$ cat config.mk
export PLATFORM = sky130hd
export DESIGN_NAME = store_buffer_flat
export DESIGN_NICKNAME = d
export VERILOG_FILES = /design/src/rtl/store_buffer_if.sv /design/src/rtl/store_buffer.sv /design/src/flat_wrapper.sv
export SDC_FILE = /design/constraint.sdc
export NUM_CORES = 1
export LEC_CHECK = 0
export CAP_MARGIN = 15
export CORE_ASPECT_RATIO = 1.5
export CORE_MARGIN = 2
export CORE_UTILIZATION = 45
export CTS_CLUSTER_DIAMETER = 100
export DETAILED_ROUTE_END_ITERATION = 12
export MAX_ROUTING_LAYER = met4
export PLACE_DENSITY = 0.66
export SYNTH_ARGS = -nofsm -noshare
export SYNTH_HDL_FRONTEND = slang
export SYNTH_SLANG_ARGS = --single-unit
$ cat constraint.sdc
create_clock -name clk -period 7 [get_ports clk]
set_input_delay 1.75 -clock clk [delete_from_list [all_inputs] [get_ports clk]]
set_output_delay 1.75 -clock clk [all_outputs]
set_load 0.005 [all_outputs]
$ cat src/rtl/store_buffer_if.sv
// Memory-stage store/load signals and backing-memory bus for the posted-write store buffer.
// The slave modport belongs to the store buffer. The master modport belongs to the core/memory side.
interface store_buffer_if #(
    parameter int AW = 32
);
    logic          memwriteM;
    logic [AW-1:0] aluoutM;
    logic [31:0]   writedataM;
    logic [31:0]   readdataM;
    logic          bus_wreq;
    logic [AW-1:0] bus_waddr;
    logic [31:0]   bus_wdata;
    logic          bus_wack;
    logic [AW-1:0] bus_raddr;
    logic [31:0]   bus_rdata;
    logic          full;
    logic          empty;
    logic          overflow;

    modport slave (
        input  memwriteM, aluoutM, writedataM, bus_wack, bus_rdata,
        output readdataM, bus_wreq, bus_waddr, bus_wdata, bus_raddr, full, empty, overflow
    );

    modport master (
        output memwriteM, aluoutM, writedataM, bus_wack, bus_rdata,
        input  readdataM, bus_wreq, bus_waddr, bus_wdata, bus_raddr, full, empty, overflow
    );
endinterface

$ cat src/rtl/store_buffer.sv
// Posted-write store queue between the MIPS memory stage and a slower backing memory.
// Loads read the backing memory and forward from the youngest queued store to the same word.
module store_buffer #(
    parameter int DEPTH = 4,
    parameter int AW    = 32
) (
    input  logic           clk,
    input  logic           reset,
    store_buffer_if.slave  sb
);
    localparam int PW = $clog2(DEPTH);
    localparam int CW = PW + 1;
    localparam logic [CW-1:0] DEPTH_C = CW'(DEPTH);

    logic [AW-3:0] addr_q [DEPTH];
    logic [31:0]   data_q [DEPTH];
    logic [PW-1:0] head;
    logic [PW-1:0] tail;
    logic [CW-1:0] count;
    logic          ovf;

    logic          full;
    logic          empty;
    logic          deq;
    logic          enq;
    logic [PW-1:0] idx;
    logic [31:0]   rd;

    assign empty = (count == '0);
    assign full  = (count == DEPTH_C);
    assign deq   = !empty && sb.bus_wack;
    // A full queue still takes a store when the head leaves in the same cycle.
    assign enq   = sb.memwriteM && (!full || deq);

    always_ff @(posedge clk) begin
        if (!reset) begin
            head  <= '0;
            tail  <= '0;
            count <= '0;
            ovf   <= 1'b0;
        end else begin
            if (deq) head <= head + PW'(1);
            if (enq) tail <= tail + PW'(1);
            if (enq && !deq) begin
                count <= count + CW'(1);
            end else if (deq && !enq) begin
                count <= count - CW'(1);
            end
            if (sb.memwriteM && full && !deq) ovf <= 1'b1;
        end
    end

    always_ff @(posedge clk) begin
        if (reset && enq) begin
            addr_q[tail] <= sb.aluoutM[AW-1:2];
            data_q[tail] <= sb.writedataM;
        end
    end

    // Walk from the oldest to the youngest entry so the youngest match wins.
    always_comb begin
        rd  = sb.bus_rdata;
        idx = '0;
        for (int i = DEPTH - 1; i >= 0; i--) begin
            idx = tail - PW'(i + 1);
            if ((CW'(i) < count) && (addr_q[idx] == sb.aluoutM[AW-1:2])) begin
                rd = data_q[idx];
            end
        end
    end

    assign sb.readdataM = rd;
    assign sb.bus_raddr = {sb.aluoutM[AW-1:2], 2'b00};
    assign sb.bus_wreq  = !empty;
    assign sb.bus_waddr = {addr_q[head], 2'b00};
    assign sb.bus_wdata = data_q[head];
    assign sb.full      = full;
    assign sb.empty     = empty;
    assign sb.overflow  = ovf;
endmodule

$ cat src/flat_wrapper.sv
// flat-port wrapper written by rule: the top's interface ports become plain ports
module store_buffer_flat 
#(
    parameter int DEPTH = 4,
    parameter int AW    = 32
)
  (clk, reset, sb_memwriteM, sb_aluoutM, sb_writedataM, sb_bus_wack, sb_bus_rdata, sb_readdataM, sb_bus_wreq, sb_bus_waddr, sb_bus_wdata, sb_bus_raddr, sb_full, sb_empty, sb_overflow);
  store_buffer_if #(.AW(AW)) sb_i ();
  input  logic clk;
  input  logic reset;
  input wire logic [$bits(sb_i.memwriteM)-1:0] sb_memwriteM;
  input wire logic [$bits(sb_i.aluoutM)-1:0] sb_aluoutM;
  input wire logic [$bits(sb_i.writedataM)-1:0] sb_writedataM;
  input wire logic [$bits(sb_i.bus_wack)-1:0] sb_bus_wack;
  input wire logic [$bits(sb_i.bus_rdata)-1:0] sb_bus_rdata;
  output wire logic [$bits(sb_i.readdataM)-1:0] sb_readdataM;
  output wire logic [$bits(sb_i.bus_wreq)-1:0] sb_bus_wreq;
  output wire logic [$bits(sb_i.bus_waddr)-1:0] sb_bus_waddr;
  output wire logic [$bits(sb_i.bus_wdata)-1:0] sb_bus_wdata;
  output wire logic [$bits(sb_i.bus_raddr)-1:0] sb_bus_raddr;
  output wire logic [$bits(sb_i.full)-1:0] sb_full;
  output wire logic [$bits(sb_i.empty)-1:0] sb_empty;
  output wire logic [$bits(sb_i.overflow)-1:0] sb_overflow;
  assign sb_i.memwriteM = sb_memwriteM;
  assign sb_i.aluoutM = sb_aluoutM;
  assign sb_i.writedataM = sb_writedataM;
  assign sb_i.bus_wack = sb_bus_wack;
  assign sb_i.bus_rdata = sb_bus_rdata;
  assign sb_readdataM = sb_i.readdataM;
  assign sb_bus_wreq = sb_i.bus_wreq;
  assign sb_bus_waddr = sb_i.bus_waddr;
  assign sb_bus_wdata = sb_i.bus_wdata;
  assign sb_bus_raddr = sb_i.bus_raddr;
  assign sb_full = sb_i.full;
  assign sb_empty = sb_i.empty;
  assign sb_overflow = sb_i.overflow;
  store_buffer #(.DEPTH(DEPTH), .AW(AW)) u_core (.clk(clk), .reset(reset), .sb(sb_i));
endmodule
==> summary.txt <==
Status
  – Run status: finished, final reports clean

Die
  – Die area: 43800 um^2
  – Starting Density: 0.454
  – Die Y-Extent: 255 um
  – Core area: 41800 um^2
  – Num ports: 232
  – Rows: between 90 and 100
  – Die width: 172 um

Synthesis
  – Mean Syn Cell Area: 13.5 um^2
  – Number of synthesized flops with an enable pin: between 200 and 250
  – Compound-Gate Fraction of Synth Area: 0.0976
  – Ys async rst share: 0
  – Mux cell area share after synthesis: 0.336
  – Post-synth top area cell: edfxtp_1
  – XOR/XNOR Fraction of Synth Area: 0.0466
  – Synth Instances: around 1400
  – Simple-Gate Fraction of Synth Area: 0.0516
  – Warnings from Yosys: 0
  – Mapped cell area: approximately 19000 um^2
  – Synth top area share: 0.393
  – Largest family of logic cells by synthesized area: multiplexers
  – Largest cells by area after synthesis: edfxtp_1 39%, mux4_2 21%, mux2i_1 8.5%
  – Unique cell type count in the Yosys netlist: 70
  – Sequential share of the synthesized area: 0.405
  – Most used DFF post-synth: edfxtp_1
  – Synth Area in Adders: 0.00528
  – #FFs+latches synth: between 200 and 300

STA
  – Setup WS post-layout: 59.1 ps
  – Max-slew headroom: 0.377
  – Final period utilization: 0.992
  – Final Setup Violations: 0
  – Clock Skew: about 19 ps
  – RSZ-0062 raised after global routing: yes
  – Fin. Hold Viols: 0
  – Least-Margin Pin Slew: 934 ps
  – Hold slack: between 400 and 500 ps
  – Total negative setup slack: 0 ps
  – Min cycle time layout: 6940 ps
  – Fmax: 144 MHz
  – Pins Over Slew Limit: 0

Worst setup path
  – Crit Path Max Fanout: 10
  – CP max-delay cell: clkdlybuf4s50_1
  – CP top delay family: buffers and inverters
  – Worst setup path startpoint: sb_aluoutM[17]
  – Worst Path Buf+Inv: 6
  – Critical path cell sequence: clkdlybuf4s50_1 -> buf_4 -> xnor2_1 -> a2111oi_2 -> buf_4 -> nand3_1 -> buf_4 -> or2_1 -> buf_4 -> a31oi_1 -> a21oi_1 -> clkdlybuf4s50_1
  – Crit Reg-Reg Startpoint: u_core.count[1]$_SDFFE_PN0P_
  – Endpoint type of the worst setup path: output port
  – Crit path depth: 12
  – Arr. time, crit path: 5190 ps
  – CP required: 5250 ps
  – Worst reg2reg path depth: 7
  – Max incr delay on CP: ~570 ps
  – Top cell by count, worst path: buf_4
  – Crit path kind: in -> out
  – Startpoint Class: input pin

Detailed routing
  – First-pass detailed-route iteration total: 5
  – Via Count: 14300
  – Initial DRC count: ~1200
  – DR DRC count: 0
  – Final WL: 62300 um
  – Remaining antenna violation count: 0
  – Drt wl/cell: 28.6 um
  – Via/cell ratio: roughly 6.6

Clock network
  – Maximum buffer depth of the clock tree: 3
  – Skew-Pair Late Insertion Delay: 560 ps
  – H-tree depth: 1
  – CTS sink cnt: 260
  – Num CTS Buffers: 26
  – Clock root buffer: clkbuf_16
  – CTS tree: done
  – CTS clk-pin slew, worst paths: 60 ps
  – Post-CTS setup buffers: 0

Final layout
  – Most frequent cells in the layout: 248 x edfxtp_1, 223 x clkdlybuf4s50_1, 180 x mux4_2, 161 x mux2i_1, 93 x buf_4
  – Fillers: approximately 3500
  – Syn-to-layout area delta: 20.8%
  – Final #Nets: 1704
  – Design area: 22900 um^2
  – Commonest non-fill, non-tap cell in the layout: edfxtp_1
  – Layout cells sized above 1: 0.245

Placement
  – Placed cell area: 22000 um^2
  – GPL Wtd Cong: 1.03
  – Number of port buffers: 225
  – Hpwl dp: 43200 um
  – Pre-CTS setup slack: -63.2 ps

GRT
  – Largest net degree at the start of global routing: 119
  – First-pass GRT wire length: 91800 um
  – Total congestion overflow: 0
  – Gr usage total: 0.290
  – Vias in the first global route: 14500
  – Antenna violations before repair: 1

Worst hold path
  – Hold_sp: u_core.sb.overflow$_SDFFE_PN0P_
  – Hold depth: 2
  – Hold WC Path Type: reg -> reg

Power and ir drop
  – Worst IR Drop VDD: 0.225 mV
  – Cell area power density: 254 nW/um^2
  – Leak: 7.42 nW

Job
  – Maxcap violations: 0
worst reg2reg max path, stage by stage, from the launching register on:
cell,delay (ps)
dfxtp_1,480
inv_1,110
ha_1,200
nand2_1,80
nor2_1,60
nor2b_1,480
and3_4,740
buf_4,600
area by class of cell:
cell class | instances | area, um^2 | share of cell area
Tap cell | 564 | 706 | 0.0308
Inverter | 16 | 60.1 | 0.00262
Multi-Input combinational cell | 957 | 10300 | 0.449
Sequential cell | 260 | 7710 | 0.337
Clock buffer | 33 | 698 | 0.0305
Timing Repair Buffer | 335 | 3290 | 0.143
Antenna cell | 1 | 2.50 | 0.000109
Clock inverter | 15 | 163 | 0.00710
sequential cells by signal, summed over array words and instances, names as in the netlist, named ones only:
name / flops
u_core.data_q: 128
u_core.addr_q: 120
u_core.count: 3
u_core.head: 2
u_core.tail: 2
u_core.sb.overflow: 1
final timing paths:
kind | slack, ps | to
worst max-delay path | 60 | sb_readdataM[25]
worst min-delay path | 490 | u_core.sb.overflow$_SDFFE_PN0P_
worst max register to register | 3810 | u_core.data_q[0][28]$_DFFE_PP_
worst min register to register | 490 | u_core.sb.overflow$_SDFFE_PN0P_
logic make-up after synthesis:
family          count (synthesis)
xor+xnor                      101
flops                         260
mux                           392
compound gates                263
simple gates                  189
other cells                     1
buf+inv                       193
fa+ha+maj                       8
power by group:
group / switching (mW) / internal (mW)
Clock: 0.613 / 0.821
Combinational: 1.16 / 1.26
Sequential: 0.152 / 1.80
cell usage after synthesis (12+ instances only):
cell / count
edfxtp_1: 248
mux4_2: 180
mux2i_1: 161
clkbuf_1: 65
xnor2_1: 64
nand2_1: 50
a21oi_1: 49
buf_4: 46
nor2_1: 45
o21ai_0: 44
mux2_2: 41
a2111oi_0: 38
xor2_1: 37
a31oi_1: 36
o2111ai_1: 34
or3_1: 34
buf_2: 26
buf_1: 21
buf_6: 17
inv_1: 16
dfxtp_1: 12
per-stage QoR:
stage | power, mW | utilization | instances
global placement | 4.37 | 0.527 | 2132
CTS | 5.83 | 0.547 | 2180
detailed placement | 4.39 | 0.527 | 2132
finish | 5.81 | 0.548 | 2181
floorplan | 3.47 | - | 1410
global route | 6.04 | 0.548 | 2181
per-layer routing:
metal | routed length (um) | part of all wire | GRT usage | vias up
met5 | 0 | 0 | - | -
li1 | - | - | - | 6123
met1 | 22100 | 0.35 | 0.328 | 7370
met2 | 33800 | 0.54 | 0.513 | 677
met3 | 3570 | 0.057 | 0.0296 | 152
met4 | 2890 | 0.046 | 0.126 | 0
repair_timing:
item / 4_1_cts / 5_1_grt
hold buffers: 0 / 0
endpoints found under the hold margin: 0 / 0
gates resized for setup: 1 / 13
setup endpoints to repair: 16 / 29
pin swaps: 0 / 3
cloned: 0 / 0
No activity file was read; power rests on OpenSTA's default activity.
